$ cat src/rtl/light_sequencer_if.sv
`default_nettype none
// ============================================================================
// Module   : light_sequencer_if
// Brief    : User-control / LED-driver bundle for light_sequencer.
// Revision : 1.0
// ============================================================================
interface light_sequencer_if #(
  parameter int CH_W = 8
);
  logic              sel;
  logic [1:0]        mode;
  logic              button;
  logic [CH_W-1:0]   level;
  logic [3*CH_W-1:0] light;
  logic [2:0]        idx;
  logic              step;

  modport master (
    output sel, mode, button, level,
    input  light, idx, step
  );

  modport slave (
    input  sel, mode, button, level,
    output light, idx, step
  );
endinterface
`default_nettype wire

$ cat src/rtl/light_sequencer.sv
`default_nettype none
// ============================================================================
// Module   : light_sequencer
// Brief    : Steps through the six saturated RGB colours in hold/manual/auto/
//            bounce modes and drives a registered, level-scaled RGB output.
// Revision : 1.0
// ============================================================================
module light_sequencer #(
  parameter int CH_W = 8,
  parameter int DIV  = 4
) (
  input  logic               clk,
  input  logic               rst,
  light_sequencer_if.slave   bus
);
  localparam int               CNT_W      = (DIV > 1) ? $clog2(DIV) : 1;
  localparam logic [CNT_W-1:0] C_CNT_LAST = CNT_W'(DIV - 1);

  localparam logic [1:0] C_MODE_HOLD   = 2'b00;
  localparam logic [1:0] C_MODE_MANUAL = 2'b01;
  localparam logic [1:0] C_MODE_AUTO   = 2'b10;
  localparam logic [1:0] C_MODE_BOUNCE = 2'b11;

  typedef enum logic [0:0] {
    DIR_UP   = 1'b0,
    DIR_DOWN = 1'b1
  } dir_e;

  logic [2:0]        idx_q,   idx_d;
  dir_e              dir_q,   dir_d;
  logic [CNT_W-1:0]  cnt_q,   cnt_d;
  logic [3*CH_W-1:0] light_q, light_d;
  logic              step_q,  step_d;
  logic              btn_q;
  logic [1:0]        mode_q;

  logic [2:0] idx_up;
  logic       rise;
  logic       mode_chg;
  logic       idx_ok;
  logic       adv;

  // mode_q loads the live mode during reset so leaving reset is not seen as a mode change
  always_ff @(posedge clk) begin
    if (rst) begin
      idx_q   <= 3'd1;
      dir_q   <= DIR_UP;
      cnt_q   <= '0;
      btn_q   <= 1'b0;
      mode_q  <= bus.mode;
      light_q <= '0;
      step_q  <= 1'b0;
    end else begin
      idx_q   <= idx_d;
      dir_q   <= dir_d;
      cnt_q   <= cnt_d;
      btn_q   <= bus.button;
      mode_q  <= bus.mode;
      light_q <= light_d;
      step_q  <= step_d;
    end
  end

  always_comb begin
    idx_up   = (idx_q == 3'd6) ? 3'd1 : idx_q + 3'd1;
    rise     = bus.button & ~btn_q;
    mode_chg = (bus.mode != mode_q);
    idx_ok   = (idx_q != 3'd0) && (idx_q != 3'd7);
    adv      = 1'b0;
    idx_d    = idx_q;
    cnt_d    = cnt_q;
    dir_d    = (bus.mode == C_MODE_BOUNCE) ? dir_q : DIR_UP;

    if (!idx_ok) begin
      idx_d = 3'd1;
      cnt_d = '0;
    end else if (mode_chg) begin
      cnt_d = '0;
    end else begin
      case (bus.mode)
        C_MODE_HOLD: begin
          cnt_d = '0;
        end
        C_MODE_MANUAL: begin
          cnt_d = '0;
          if (rise) idx_d = idx_up;
        end
        default: begin
          if (!bus.button) begin
            cnt_d = '0;
          end else if (cnt_q == C_CNT_LAST) begin
            cnt_d = '0;
            adv   = 1'b1;
          end else begin
            cnt_d = cnt_q + CNT_W'(1);
          end
        end
      endcase
    end

    if (adv) begin
      if (bus.mode == C_MODE_AUTO) begin
        idx_d = idx_up;
      end else if (dir_q == DIR_UP) begin
        if (idx_q == 3'd6) begin
          idx_d = 3'd5;
          dir_d = DIR_DOWN;
        end else begin
          idx_d = idx_q + 3'd1;
        end
      end else begin
        if (idx_q == 3'd1) begin
          idx_d = 3'd2;
          dir_d = DIR_UP;
        end else begin
          idx_d = idx_q - 3'd1;
        end
      end
    end

    step_d = (idx_d != idx_q);

    // colour is taken from the pre-update index, so it trails idx by one edge
    if (bus.sel) begin
      light_d = {idx_q[2] ? bus.level : {CH_W{1'b0}},
                 idx_q[1] ? bus.level : {CH_W{1'b0}},
                 idx_q[0] ? bus.level : {CH_W{1'b0}}};
    end else begin
      light_d = {3{bus.level}};
    end
  end

  assign bus.light = light_q;
  assign bus.idx   = idx_q;
  assign bus.step  = step_q;

endmodule
`default_nettype wire

$ cat src/flat_wrapper.sv
// flat-port wrapper written by rule: the top's interface ports become plain ports
module light_sequencer_flat 
#(
  parameter int CH_W = 8,
  parameter int DIV  = 4
)
  (clk, rst, bus_sel, bus_mode, bus_button, bus_level, bus_light, bus_idx, bus_step);
  light_sequencer_if #(.CH_W(CH_W)) bus_i ();
  input  logic clk;
  input  logic rst;
  input wire logic [$bits(bus_i.sel)-1:0] bus_sel;
  input wire logic [$bits(bus_i.mode)-1:0] bus_mode;
  input wire logic [$bits(bus_i.button)-1:0] bus_button;
  input wire logic [$bits(bus_i.level)-1:0] bus_level;
  output wire logic [$bits(bus_i.light)-1:0] bus_light;
  output wire logic [$bits(bus_i.idx)-1:0] bus_idx;
  output wire logic [$bits(bus_i.step)-1:0] bus_step;
  assign bus_i.sel = bus_sel;
  assign bus_i.mode = bus_mode;
  assign bus_i.button = bus_button;
  assign bus_i.level = bus_level;
  assign bus_light = bus_i.light;
  assign bus_idx = bus_i.idx;
  assign bus_step = bus_i.step;
  light_sequencer #(.CH_W(CH_W), .DIV(DIV)) u_core (.clk(clk), .rst(rst), .bus(bus_i));
endmodule
$ cat config.mk
export PLATFORM = sky130hd
export DESIGN_NAME = light_sequencer_flat
export DESIGN_NICKNAME = d
export VERILOG_FILES = /design/src/rtl/light_sequencer_if.sv /design/src/rtl/light_sequencer.sv /design/src/flat_wrapper.sv
export SDC_FILE = /design/constraint.sdc
export NUM_CORES = 1
export LEC_CHECK = 0
export ABC_AREA = 0
export CAP_MARGIN = 10
export CORE_ASPECT_RATIO = 1.25
export CORE_MARGIN = 2
export CORE_UTILIZATION = 43
export CTS_CLUSTER_SIZE = 12
export DETAILED_ROUTE_END_ITERATION = 10
export PLACE_DENSITY = 0.74
export SLEW_MARGIN = 10
export SYNTH_ARGS = -nofsm -noshare
export SYNTH_HDL_FRONTEND = slang
export SYNTH_SLANG_ARGS = --single-unit
$ cat constraint.sdc
create_clock -name clk -period 2.6 [get_ports clk]
set_input_delay 0.52 -clock clk [delete_from_list [all_inputs] [get_ports clk]]
set_output_delay 0.52 -clock clk [all_outputs]
set_load 0.05 [all_outputs]
==> flow_summary_export.csv <==
group,metric,value,unit
global_routing,grt_usage,18.6,%
routing,wl_per_cell,13.4,um
layout,post-route-util,60.9,%
floorplan,fp.dieW,54.9,um
routing,detail-route-antenna-nets,0,
worst_hold_path,min_path_cells,1,
timing,slew_headroom,61.2,%
routing,drcViolationCount,0,
timing,final.period_utilization,83.5,%
clock_network,cts_root_buf,"clkbuf_8",
global_routing,grt_max_degree,16,
placement,portBuffers,41,
worst_setup_path,reg2reg_slack,460,ps
logic_synthesis,yosysSeqAreaShare,48.8,%
timing,finClkSkew,2.51,ps
worst_setup_path,critical_path.top_delay_family,"buffers and inverters",
worst_setup_path,rr_endpoint,"u_core.dir_q$_SDFF_PP0_",
worst_hold_path,hold_path.class,"flip-flop to flip-flop",
routing,first_iter_violations,18,
clock_network,post_cts.repair.setup_buffers,0,
worst_setup_path,start_kind,"flip-flop",
worst_setup_path,worstPathRequired,2080,ps
timing,fin_crit,2170,ps
logic_synthesis,synth_warnings,0,
timing,setup_viol,0,
run_status,outcome,"complete, no violations",
power,power_density,576,nW/um^2
layout,n_antenna_cell,0,
worst_setup_path,r2r-start,"u_core.bus.idx[1]$_SDFF_PP0_",
worst_setup_path,endpoint_kind,"output port",
timing,rsz0062_at_grt,"no",
worst_setup_path,critPathMaxFanout,8,
layout,fillerInstances,267,
clock_network,path_clk_slew,70,ps
placement,place.gp.congestion,0.897,
floorplan,chipHeight,67.7,um
clock_network,clockBufferDepth,2,
global_routing,grt_first_pass_wirelength,4840,um
power,total_power,1110,uW
clock_network,htreeDepth,2,
logic_synthesis,synthArstFlopShare,0,%
timing,setup-tns-final,0,ps
logic_synthesis,ys_ff_latch,34,
timing,max_freq,461,MHz
layout,multi_input_area,664,sq um
worst_setup_path,crit_arrival,1650,ps
clock_network,cts-resized-gates,0,
power,ir_worst_vdd,0.395,mV
layout,final_common_cell,"clkdlybuf4s50_1",
power,p_leak,0.000759,uW
floorplan,num_io_pins,42,
routing,dr_total_vias,1168,
worst_hold_path,hold_path_end,"u_core.cnt_q[0]$_SDFF_PP0_",
timing,worstMarginPinSlew,580,ps
layout,fin_nets,210,
layout,drive_above_1_share,9.38,%
timing,finalHoldViolCount,0,
floorplan,fp-row-count,23,
logic_synthesis,netlist_area,1390,sq um
layout,final_cell_mix,"41 x clkdlybuf4s50_1, 34 x dfxtp_1, 28 x nor2_1",
worst_setup_path,ff2ff_path_depth,6,
worst_setup_path,path_cells,"clkdlybuf4s50_1",
layout,area_delta_synth_final,38.2,%
global_routing,antenna_found_initial,0,
logic_synthesis,synth_cell_types,42,
worst_hold_path,min_from,"u_core.cnt_q[0]$_SDFF_PP0_",
routing,firstDrtPassIters,4,
timing,finalMaxSlewViolations,0,
floorplan,start_util,44.0,%
clock_network,hold_buffers,0,
global_routing,grt-ovfl-total,0,
clock_network,cts_buffers,5,
clock_network,clock-sinks,34,
worst_setup_path,cp_slowest_stage_delay,870,ps
routing,routed_wl,3080,um
logic_synthesis,synth-edff-count,0,
placement,dpl.hpwl,2350,um
floorplan,dieArea,3720,sq um
layout,regArea,681,sq um
logic_synthesis,syn_nets,166,
routing,viasPerCell,5.10,
floorplan,core-area,3170,sq um
global_routing,grt_pass1_vias,1112,
logic_synthesis,synth_flop_cell,"dfxtp_1",
logic_synthesis,synth.avg_cell_area,9.48,sq um
logic_synthesis,netlist_instances,147,
flow_run,max_cap_viol_count,0,
worst_setup_path,cp.depth,1,
worst_setup_path,criticalPathCategory,"flip-flop to output port",
worst_setup_path,cp_slowest_cell,"clkdlybuf4s50_1",
worst_setup_path,cp_num_buf_inv,1,
timing,finalHoldWorstSlack,432,ps
clock_network,cts_tree,"done",
clock_network,clkLatencyLatePin,280,ps
## flip-flops by register name (all words and copies together), names as in the netlist
register,cells
u_core.btn_q,1
u_core.mode_q,2
u_core.cnt_q,2
u_core.bus.idx,3
u_core.bus.light,24
u_core.dir_q,1
u_core.bus.step,1
## synthesized netlist by cell type, drive strengths merged, types with 2 or more instances
cell	n	area share, %
nand2b	10	4.5
a21oi	5	1.8
nor2	29	8.0
a311oi	2	1.7
o21ai	3	1.1
nor4	2	0.90
a31oi	2	0.90
nand2	10	2.9
inv	4	1.1
a221oi	2	1.3
o211ai	4	2.2
dfxtp	34	49
ha	5	4.5
clkbuf	4	1.1
nor2b	8	3.6
buf	2	1.3
## area by class of cell
type                            instances  area share, %
Multi-Input combinational cell        103           34.5
Clock inverter                          2          0.649
Timing Repair Buffer                   43           22.1
Inverter                                4          0.779
Tap cell                               37           2.40
Sequential cell                        34           35.3
Clock buffer                            6           4.29
## power by group
group          switching [uW]  leakage, uW  total [uW]  internal, uW
Combinational             104     0.000432         169          64.9
Sequential               6.82     0.000280         549           542
Clock                     179    0.0000472         392           212
## kinds of logic after synthesis
logic type / synth area share, %
xor+xnor: 1.80
fa+ha+maj: 4.49
flops: 48.8
mux: 2.42
buf+inv: 3.50
simple gates: 24.8
compound gates: 14.2
## layer usage
metal | vias to the layer above | GRT usage, % | share of wire (%)
met5 | - | 0 | 0
met4 | 0 | 10.1 | 2.9
met3 | 10 | 4.65 | 7.0
met2 | 48 | 32.7 | 50
met1 | 520 | 19.5 | 40
li1 | 590 | - | -
## through the flow
step | instance area (sq um) | setup slack [ps] | cells
final | 1930 | 430 | 229
after CTS | 1930 | 421 | 229
after floorplan | 1390 | 343 | 147
after global routing | 1930 | 305 | 229
after detailed placement | 1830 | 217 | 221
after global placement | 1830 | 236 | 221
## worst max path at each step
stage                                       from                    endpoint  slack [ps]
finish              u_core.bus.idx[1]$_SDFF_PP0_                  bus_idx[1]         430
CTS                 u_core.bus.idx[1]$_SDFF_PP0_                  bus_idx[1]         420
global route        u_core.bus.idx[1]$_SDFF_PP0_     u_core.dir_q$_SDFF_PP0_         310
floorplan           u_core.bus.idx[0]$_SDFF_PP1_  u_core.bus.step$_SDFF_PP0_         340
detailed placement                   bus_mode[0]  u_core.bus.step$_SDFF_PP0_         220
global placement                     bus_mode[0]  u_core.bus.step$_SDFF_PP0_         240
No activity file was read; power rests on OpenSTA's default activity.
